`src/rtl/aes_stream_sequencer.sv`:
```
// Sequences a shared aes_core: one key expansion, then one decryption per accepted
// ciphertext block, with each 128-bit plaintext serialised as a 1-bit stream.
module aes_stream_sequencer #(
  parameter int unsigned TIMEOUT   = 255,
  parameter bit          LSB_FIRST = 1'b1
) (
  input  logic         clk_i,
  input  logic         rst_i,
  input  logic [127:0] key_i,
  input  logic         key_load_i,
  output logic         key_ready_o,
  input  logic         blk_valid_i,
  input  logic [127:0] blk_data_i,
  output logic         blk_ready_o,
  output logic         bit_o,
  output logic         bit_valid_o,
  input  logic         shift_en_i,
  output logic         busy_o,
  output logic         err_o,
  output logic         aes_reset_n_o,
  output logic         aes_init_o,
  output logic         aes_next_o,
  output logic [127:0] aes_key_o,
  output logic [127:0] aes_block_o,
  input  logic [127:0] aes_result_i,
  input  logic         aes_result_valid_i,
  input  logic         aes_key_ready_i
);

  typedef enum logic [2:0] {
    StIdle,
    StKeyInit,
    StKeyWait,
    StReady,
    StDecStart,
    StDecWait,
    StShift
  } state_e;

  localparam logic [7:0] WaitLimit = 8'(TIMEOUT);

  state_e       r_state;
  logic [127:0] r_key;
  logic [127:0] r_block;
  logic [127:0] r_sr;
  logic [6:0]   r_bit_cnt;
  logic [7:0]   r_wait_cnt;
  logic         r_key_ready;
  logic         r_err;
  logic         r_busy;
  logic         r_bit_valid;
  logic         r_aes_init;
  logic         r_aes_next;
  logic         r_aes_reset_n;
  logic         r_rst_hold;

  logic w_wait_first;
  logic w_timeout;

  // The core's ready/valid may still reflect the previous operation on the first wait cycle.
  assign w_wait_first = (r_wait_cnt == 8'd0);
  assign w_timeout    = (r_wait_cnt == WaitLimit);

  always_ff @(posedge clk_i) begin
    if (rst_i) begin
      r_state       <= StIdle;
      r_key         <= '0;
      r_block       <= '0;
      r_sr          <= '0;
      r_bit_cnt     <= '0;
      r_wait_cnt    <= '0;
      r_key_ready   <= 1'b0;
      r_err         <= 1'b0;
      r_busy        <= 1'b0;
      r_bit_valid   <= 1'b0;
      r_aes_init    <= 1'b0;
      r_aes_next    <= 1'b0;
      r_aes_reset_n <= 1'b0;
      r_rst_hold    <= 1'b1;
    end else begin
      r_aes_init    <= 1'b0;
      r_aes_next    <= 1'b0;
      r_rst_hold    <= 1'b0;
      r_aes_reset_n <= ~r_rst_hold;
      unique case (r_state)
        StIdle: begin
          if (key_load_i) begin
            r_key      <= key_i;
            r_err      <= 1'b0;
            r_aes_init <= 1'b1;
            r_busy     <= 1'b1;
            r_state    <= StKeyInit;
          end
        end
        StKeyInit: begin
          r_wait_cnt <= '0;
          r_state    <= StKeyWait;
        end
        StKeyWait: begin
          if (!w_wait_first && aes_key_ready_i) begin
            r_key_ready <= 1'b1;
            r_busy      <= 1'b0;
            r_state     <= StReady;
          end else if (w_timeout) begin
            r_err         <= 1'b1;
            r_key_ready   <= 1'b0;
            r_busy        <= 1'b0;
            r_aes_reset_n <= 1'b0;
            r_state       <= StIdle;
          end else begin
            r_wait_cnt <= r_wait_cnt + 8'd1;
          end
        end
        StReady: begin
          if (key_load_i) begin
            r_key       <= key_i;
            r_key_ready <= 1'b0;
            r_aes_init  <= 1'b1;
            r_busy      <= 1'b1;
            r_state     <= StKeyInit;
          end else if (blk_valid_i) begin
            r_block    <= blk_data_i;
            r_aes_next <= 1'b1;
            r_busy     <= 1'b1;
            r_state    <= StDecStart;
          end
        end
        StDecStart: begin
          r_wait_cnt <= '0;
          r_state    <= StDecWait;
        end
        StDecWait: begin
          if (!w_wait_first && aes_result_valid_i) begin
            r_sr        <= aes_result_i;
            r_bit_cnt   <= '0;
            r_bit_valid <= 1'b1;
            r_state     <= StShift;
          end else if (w_timeout) begin
            r_err         <= 1'b1;
            r_key_ready   <= 1'b0;
            r_busy        <= 1'b0;
            r_aes_reset_n <= 1'b0;
            r_state       <= StIdle;
          end else begin
            r_wait_cnt <= r_wait_cnt + 8'd1;
          end
        end
        StShift: begin
          if (shift_en_i) begin
            if (LSB_FIRST) begin
              r_sr <= {1'b0, r_sr[127:1]};
            end else begin
              r_sr <= {r_sr[126:0], 1'b0};
            end
            r_bit_cnt <= r_bit_cnt + 7'd1;
            if (r_bit_cnt == 7'd127) begin
              r_bit_valid <= 1'b0;
              r_busy      <= 1'b0;
              r_state     <= StReady;
            end
          end
        end
        default: begin
          r_state <= StIdle;
        end
      endcase
    end
  end

  // A simultaneous key_load_i takes priority, so the block is never handshaken that cycle.
  assign blk_ready_o   = (r_state == StReady) && !key_load_i;
  assign key_ready_o   = r_key_ready;
  assign bit_o         = LSB_FIRST ? r_sr[0] : r_sr[127];
  assign bit_valid_o   = r_bit_valid;
  assign busy_o        = r_busy;
  assign err_o         = r_err;
  assign aes_reset_n_o = r_aes_reset_n;
  assign aes_init_o    = r_aes_init;
  assign aes_next_o    = r_aes_next;
  assign aes_key_o     = r_key;
  assign aes_block_o   = r_block;

endmodule

```
`config.mk`:
```
export PLATFORM = sky130hd
export DESIGN_NAME = aes_stream_sequencer
export DESIGN_NICKNAME = d
export VERILOG_FILES = /design/src/rtl/aes_stream_sequencer.sv
export SDC_FILE = /design/constraint.sdc
export NUM_CORES = 1
export LEC_CHECK = 0
export CAP_MARGIN = 20
export CORE_AREA = 8 8 250 252
export DETAILED_ROUTE_END_ITERATION = 12
export DIE_AREA = 0 0 258 260
export PLACE_DENSITY = 0.65
export SLEW_MARGIN = 25
export SYNTH_ARGS = -nofsm -noshare
export SYNTH_HDL_FRONTEND = slang
export SYNTH_SLANG_ARGS = --single-unit
```
`constraint.sdc`:
```
create_clock -name clk_i -period 2.82 [get_ports clk_i]
set_input_delay 0.564 -clock clk_i [delete_from_list [all_inputs] [get_ports clk_i]]
set_output_delay 0.564 -clock clk_i [all_outputs]
set_load 0.005 [all_outputs]
```
==> results of run 1 <==
==> power by group through the flow <==
stage | sequential (W) | combinational, W | clock [W]
after floorplan | 0.00639 | 0.000933 | 0
after global placement | 0.00636 | 0.00246 | 0
after detailed placement | 0.00638 | 0.00248 | 0
after CTS | 0.00625 | 0.00249 | 0.00671
after global routing | 0.00628 | 0.00267 | 0.00695
final | 0.00625 | 0.00247 | 0.00653
==> through the flow <==
stage          std cells  instance area (um2)  total power (W)
5_1_grt             3395                24630          0.01591
4_1_cts             3385                24600          0.01545
3_5_place_dp        3300                22940         0.008860
3_3_place_gp        3300                22940         0.008818
2_1_floorplan       1994                15500         0.007324
6_report            3398                24630          0.01525
==> registers in the layout, indices dropped and copies added, names as in the netlist <==
| name | cells |
|---|---|
| aes_reset_n_o | 1 |
| aes_init_o | 1 |
| r_state | 3 |
| err_o | 1 |
| r_rst_hold | 1 |
| key_ready_o | 1 |
| r_bit_cnt | 7 |
| bit_valid_o | 1 |
| aes_key_o | 128 |
| r_sr | 128 |
| aes_block_o | 128 |
| busy_o | 1 |
| r_wait_cnt | 8 |
| aes_next_o | 1 |
==> cell families after synthesis <==
logic type | Yosys count | share of synthesized area [%]
AND/OR/NAND/NOR | 971 | 24.29
XOR/XNOR | 6 | 0.3391
adder cells (fa/ha/maj) | 3 | 0.2422
buffers and inverters | 166 | 4.263
flip-flops | 410 | 52.96
AO/OA/AOI/OAI | 435 | 17.70
multiplexers | 3 | 0.2018
==> worst register-to-register path, delay by kind of cell, from the launching register on <==
kind | cells | cell delay, ns
flops | 1 | 0.34
simple gates | 2 | 0.88
buf+inv | 2 | 0.38
fa+ha+maj | 1 | 0.14
compound gates | 2 | 0.68
==> metal layers <==
layer,GRT usage (%),up-vias,part of all wire (%)
li1,-,7840,-
met1,19.13,7393,38
met2,31.64,599,50
met3,5.234,117,7.8
met4,7.124,8,3.7
met5,0,-,0.078
==> placed cells by master (no fill, tap or decap), drive strengths merged, types with 2 or more instances in the layout <==
| master | count |
|---|---|
| nand2 | 782 |
| clkdlybuf4s50 | 654 |
| dfxtp | 410 |
| a21oi | 274 |
| nor2 | 145 |
| a311oi | 128 |
| clkbuf | 66 |
| buf | 41 |
| diode | 13 |
| o21ai | 11 |
| nand3 | 9 |
| inv | 9 |
| bufinv | 7 |
| clkinv | 6 |
| nand2b | 5 |
| o31ai | 5 |
| and2 | 5 |
| xnor2 | 4 |
| o21a | 4 |
| a31o | 3 |
| nor3 | 3 |
| or3 | 3 |
| nand4 | 3 |
| a211oi | 3 |
| nor2b | 3 |
| or4 | 3 |
| ha | 3 |
| and4 | 2 |
| xor2 | 2 |
| o22a | 2 |
| mux2i | 2 |
==> area by class of cell <==
class	count	share of cell area, %
clock inverter	19	1.239
antenna	13	0.1321
inverter	4	0.06095
sequential	410	33.32
multi-input combinational	1418	27.04
clock buffer	66	5.511
tap	773	3.926
timing repair buffer	695	28.77
==> Yosys cell counts (4+ instances only) <==
| master | n |
|---|---|
| nand2b_1 | 5 |
| nand2_1 | 782 |
| o21ai_0 | 8 |
| a311oi_1 | 128 |
| nand3_1 | 9 |
| xnor2_1 | 4 |
| o21a_1 | 4 |
| and2_1 | 5 |
| buf_2 | 18 |
| dfxtp_1 | 410 |
| clkbuf_1 | 138 |
| nor2_1 | 145 |
| o31ai_1 | 5 |
| a21oi_1 | 274 |
| inv_1 | 4 |
| buf_1 | 4 |
==> how the worst max path moves through the flow <==
| stage | endpoint | cells after the start |
|---|---|---|
| final | blk_ready_o | 2 |
| after global routing | blk_ready_o | 2 |
| after CTS | blk_ready_o | 2 |
| after detailed placement | r_sr[121] | 7 |
| after global placement | blk_ready_o | 3 |
| after floorplan | r_wait_cnt[5] | 9 |
==> results by group, run 1 <==
Yosys
  – Synthesis Warnings: 0
  – Post-Syn Nets: 2388
  – Seq/Total Area, Yosys: 52.96%
  – Synth area leaders: dfxtp_1 53%, nand2_1 19%, a21oi_1 8.8%
  – Post-synth top area cell: dfxtp_1
  – Ys flop type: dfxtp_1
  – Cells after Synth: 1994
  – Distinct cells, synth: 45
  – Post-synth EDFFs: 0
  – FFs w/ async S/R, synth: 0%
  – Mean Syn Cell Area: 7.773 um2
  – Yosys reg bits: 410
  – Synth Cell Area: 15500 um2
  – Yosys top cell area share: 52.96%

Final layout
  – Share of cells above drive strength 1: 5.054%
  – Area of the multi-input gates: 6661 um2
  – Register area: 8208 um2
  – Final Util: 42.14%
  – Fillcell total: 5787
  – Area growth from synthesis to layout: 58.94%
  – Nets: 2970

Critical path
  – Worst R2R Setup Slack: 0.29 ns
  – CP Launch Point: r_state[2]
  – Crit start category: flop
  – WP data arrival: 2.08 ns
  – Reg-to-reg critical path endpoint: r_sr[110]
  – WP data required: 2.26 ns
  – Max incr delay on CP: 0.67 ns
  – Crit end category: primary output
  – Crit Path Category: reg -> out
  – CP Max Fanout: 15
  – Delay-heaviest family, CP: buffers and inverters
  – Slowest CP cell: clkdlybuf4s50_1
  – Crit-path cells: nor3_1, clkdlybuf4s50_1
  – Worst R2R Start: r_wait_cnt[0]
  – R2R cell count: 7
  – Buf/Inv on CP: 1

CTS
  – Num CTS Buffers: 47
  – Hold-fix buffer count after cts: 0
  – Worst skew pair latency: 0.57 ns
  – CTS Buffer Depth: 3
  – H-tree Lvls: 2
  – Setup Fix Bufs, Post-CTS: 0
  – TritonCTS clock tree: yes
  – CTS sink cnt: 410
  – Root Buffer: clkbuf_16
  – Post_cts resized: 0
  – Worst-path clk slew: 0.06 ns

STA
  – Hold_ws: 0.2754 ns
  – Setup Total Neg Slack: 0 ns
  – Max frequency: 0.3789 GHz
  – Clock skew: 0.01643 ns
  – Final Setup Violations: 0
  – Tmin final: 2.639 ns
  – Slew HR: 58.41%
  – Pins Over Slew Limit: 0
  – Slew @ Worst Pin: 0.6155 ns
  – Worst setup slack after layout: 0.1809 ns
  – RSZ-0062 raised after global routing: false
  – Crit share post-route: 93.58%
  – Final Hold Fails: 0

Floorplan
  – Die Y: 260 um
  – # rows: 89
  – Io pins: 656
  – DIE WIDTH: 258 um
  – Initial core utilization: 26.51%
  – Full die area: 67080 um2
  – Core Region: 58460 um2

Global routing
  – Pin count of the biggest net entering global routing: 130
  – Wire length of the first global-routing pass: 93450 um
  – Initial antenna violation count: 24
  – Grt total ovfl: 0
  – Vias in the first global route: 15483
  – GRT Total Usage: 17.56%

Power and ir drop
  – Net Sw Power: 0.003831 W
  – Leakage: 8.557 nW
  – Switching Share: 25.12%
  – Clock Power Share: 42.8%
  – Power Dens Cells: 619.2 nW/um2
  – Pint: 0.01142 W
  – Reg power frac: 41.0%
  – Peak VDD IR: 0.4458 mV
  – Combinational share of power: 16.2%

Route
  – DR vias/cell: 4.696
  – Antenna Nets Post-Route: 0
  – DR WL/cell: 18.82 um
  – DRC errors left: 0
  – Total Wirelength: 63960 um
  – First-pass DRT Iterations: 5
  – Vias: 15957
  – Initial DRC count: 1257

Min path
  – Worst Hold Path EP: r_rst_hold
  – Hold WC Path Type: in -> reg
  – Hold Startpoint: rst_i
  – Hold path depth: 1

Placed design
  – Dpl hpwl: 48830 um
  – Pre-CTS setup slack: 0.1757 ns
  – Port-buffer cells: 655
  – Placer Congestion: 0.8617

Flow run
  – Max cap viols: 0

Status
  – Outcome: completed
(Power assumes the default switching activity.)
==> run 2, diff against run 1 <==
- CAP_MARGIN: 20 -> unset
- REMOVE_ABC_BUFFERS: unset -> 1
==> run 2 against run 1 <==
  * First-iteration DRC count up 0.88%
  * Clock power shrank 7.8%
  * Flip-flop and latch count unchanged
  * Power is 3.6% lower
  * Highest routed layer unchanged
  * Setup slack worse by 0.024 ns
  * Fmax is 0.89% lower
==> results by group, run 2 (synthesis results as in run 1) <==
Critical path
  – Max incr delay on CP: 0.57 ns (was 0.67 ns)
  – Crit-path cells: nand2_1, nor3_1, clkdlybuf4s50_1 (was nor3_1, clkdlybuf4s50_1)
  – Delay-heaviest family, CP: buffers and inverters (unchanged)
  – R2R cell count: 7 (unchanged)
  – Slowest CP cell: clkdlybuf4s50_1 (unchanged)
  – Crit end category: primary output (unchanged)
  – Crit start category: flop (unchanged)
  – WP data arrival: 2.10 ns (was 2.08 ns)
  – Crit Path Category: reg -> out (unchanged)
  – Levels on crit path: 3 (was 2)
  – CP Max Fanout: 10 (was 15)
  – WP data required: 2.26 ns (about the same)
  – Buf/Inv on CP: 1 (unchanged)

CTS
  – Root Buffer: clkbuf_16 (unchanged)
  – TritonCTS clock tree: yes (unchanged)
  – Num CTS Buffers: 46 (was 47)
  – Post_cts resized: 1 (was 0)
  – Worst-path clk slew: 0.06 ns (about the same)
  – CTS Buffer Depth: 3 (unchanged)
  – Worst skew pair latency: 0.57 ns (about the same)
  – Hold-fix buffer count after cts: 0 (unchanged)
  – H-tree Lvls: 2 (unchanged)
  – CTS sink cnt: 410 (unchanged)
  – Setup Fix Bufs, Post-CTS: 0 (unchanged)

Min path
  – Hold path depth: 2 (was 1)
  – Hold WC Path Type: in -> reg (unchanged)

Global routing
  – Initial antenna violation count: 9 (was 24)
  – Vias in the first global route: 15171 (was 15483)
  – Grt total ovfl: 0 (unchanged)
  – Wire length of the first global-routing pass: 89770 um (was 93450 um)
  – Pin count of the biggest net entering global routing: 163 (was 130)
  – GRT Total Usage: 16.62% (was 17.56%)

Power and ir drop
  – Peak VDD IR: 0.3915 mV (was 0.4458 mV)
  – Total Power: 0.01471 W (was 0.01525 W)
  – Leakage: 8.449 nW (was 8.557 nW)
  – Power Dens Cells: 603.1 nW/um2 (was 619.2 nW/um2)

Final layout
  – Commonest non-fill, non-tap cell in the layout: nand2_1 (unchanged)
  – Most frequent cells in the layout: 779 x nand2_1, 654 x clkdlybuf4s50_1, 409 x dfxtp_1 (was 779 x nand2_1, 654 x clkdlybuf4s50_1, 410 x dfxtp_1)
  – Nets: 2962 (was 2970)
  – Share of cells above drive strength 1: 4.727% (was 5.054%)
  – Fillcell total: 5774 (was 5787)
  – Area growth from synthesis to layout: 57.38% (was 58.94%)

STA
  – Slew @ Worst Pin: 0.7899 ns (was 0.6155 ns)
  – Setup Total Neg Slack: 0 ns (unchanged)
  – Pins Over Slew Limit: 0 (unchanged)
  – Final Setup Violations: 0 (unchanged)
  – Slew HR: 47.34% (was 58.41%)
  – Final Hold Fails: 0 (unchanged)
  – RSZ-0062 raised after global routing: false (unchanged)
  – Tmin final: 2.663 ns (was 2.639 ns)
  – Max frequency: 0.3755 GHz (was 0.3789 GHz)
  – Crit share post-route: 94.43% (was 93.58%)
  – Clock skew: 0.02453 ns (was 0.01643 ns)

Floorplan
  – DIE WIDTH: 258 um (unchanged)
  – Full die area: 67080 um2 (unchanged)
  – Die Y: 260 um (unchanged)
  – Initial core utilization: 26.51% (unchanged)
  – Io pins: 656 (unchanged)
  – Core Region: 58460 um2 (unchanged)
  – # rows: 89 (unchanged)

Placed design
  – Placer Congestion: 0.8514 (was 0.8617)
  – Dpl hpwl: 45730 um (was 48830 um)
  – Port-buffer cells: 655 (unchanged)

Route
  – Vias: 15815 (was 15957)
  – Antenna Nets Post-Route: 0 (unchanged)
  – Total Wirelength: 60570 um (was 63960 um)
  – DR WL/cell: 17.92 um (was 18.82 um)
  – First-pass DRT Iterations: 5 (unchanged)
  – DRC errors left: 0 (unchanged)
  – Initial DRC count: 1268 (was 1257)
  – DR vias/cell: 4.678 (was 4.696)

Status
  – Outcome: completed (unchanged)

Flow run
  – Max cap viols: 0 (unchanged)
run 2: cell types whose count changed in the layout (fill, tap and decap cells not counted), sizes merged:
| cell | before | now |
|---|---|---|
| clkinv | 6 | 11 |
| buf | 41 | 34 |
| inv | 9 | 7 |
| diode | 13 | 6 |
| clkbuf | 66 | 64 |
| bufinv | 7 | 3 |
run 2: metrics by stage:
stage                     utilization, %  std cells  hold WS, ns  instance area, um2  worst slack, ns
final                              41.72       3381       0.3275               24390           0.1572
after CTS                          41.70       3375       0.2833               24380           0.1474
after global routing               41.72       3380       0.3013               24390          0.07760
after detailed placement           39.08       3293       0.3859               22850           0.2302
after floorplan                        -       1832       0.3727               14850           -5.068
after global placement             39.08       3293       0.3865               22850           0.2878
run 2: worst register-to-register path, delay by kind of cell (launching register included):
family                   cells  cell delay, ns
AND/OR/NAND/NOR              2            0.87
adder cells (fa/ha/maj)      1            0.13
flip-flops                   1            0.34
buffers and inverters        2            0.37
AO/OA/AOI/OAI                2            0.66
run 2: layout make-up:
class / count / area, um2 / share of cell area, %
well taps: 773 / 967.2 / 3.965
clock inverters: 18 / 209.0 / 0.8566
repair buffers: 688 / 6997 / 28.68
diodes: 6 / 15.01 / 0.06155
clock buffers: 64 / 1319 / 5.407
inverters: 4 / 15.01 / 0.06155
multi-input cells: 1418 / 6661 / 27.31
flip-flops and latches: 410 / 8209 / 33.65
run 2: layer usage:
layer	share of wire, %	vias up	wire length, um	global-route usage, %
li1	-	7806	-	-
met1	40	7358	24520	19.73
met2	50	562	30000	29.00
met3	7.2	87	4379	4.206
met4	2.8	2	1667	5.687
met5	0.021	-	13	0
run 2: where the power goes:
part           switching [W]  internal (W)  total [W]
Combinational        0.00111       0.00130    0.00241
Sequential          0.000187       0.00609    0.00628
Clock                0.00246       0.00356    0.00602
run 2: path summary, 6_finish.rpt:
path	from	endpoint	slack, ns
max	r_state[1]	blk_ready_o	0.16
min	rst_i	key_ready_o	0.33
max reg2reg	r_wait_cnt[0]	r_sr[124]	0.37
min reg2reg	r_rst_hold	aes_reset_n_o	0.39
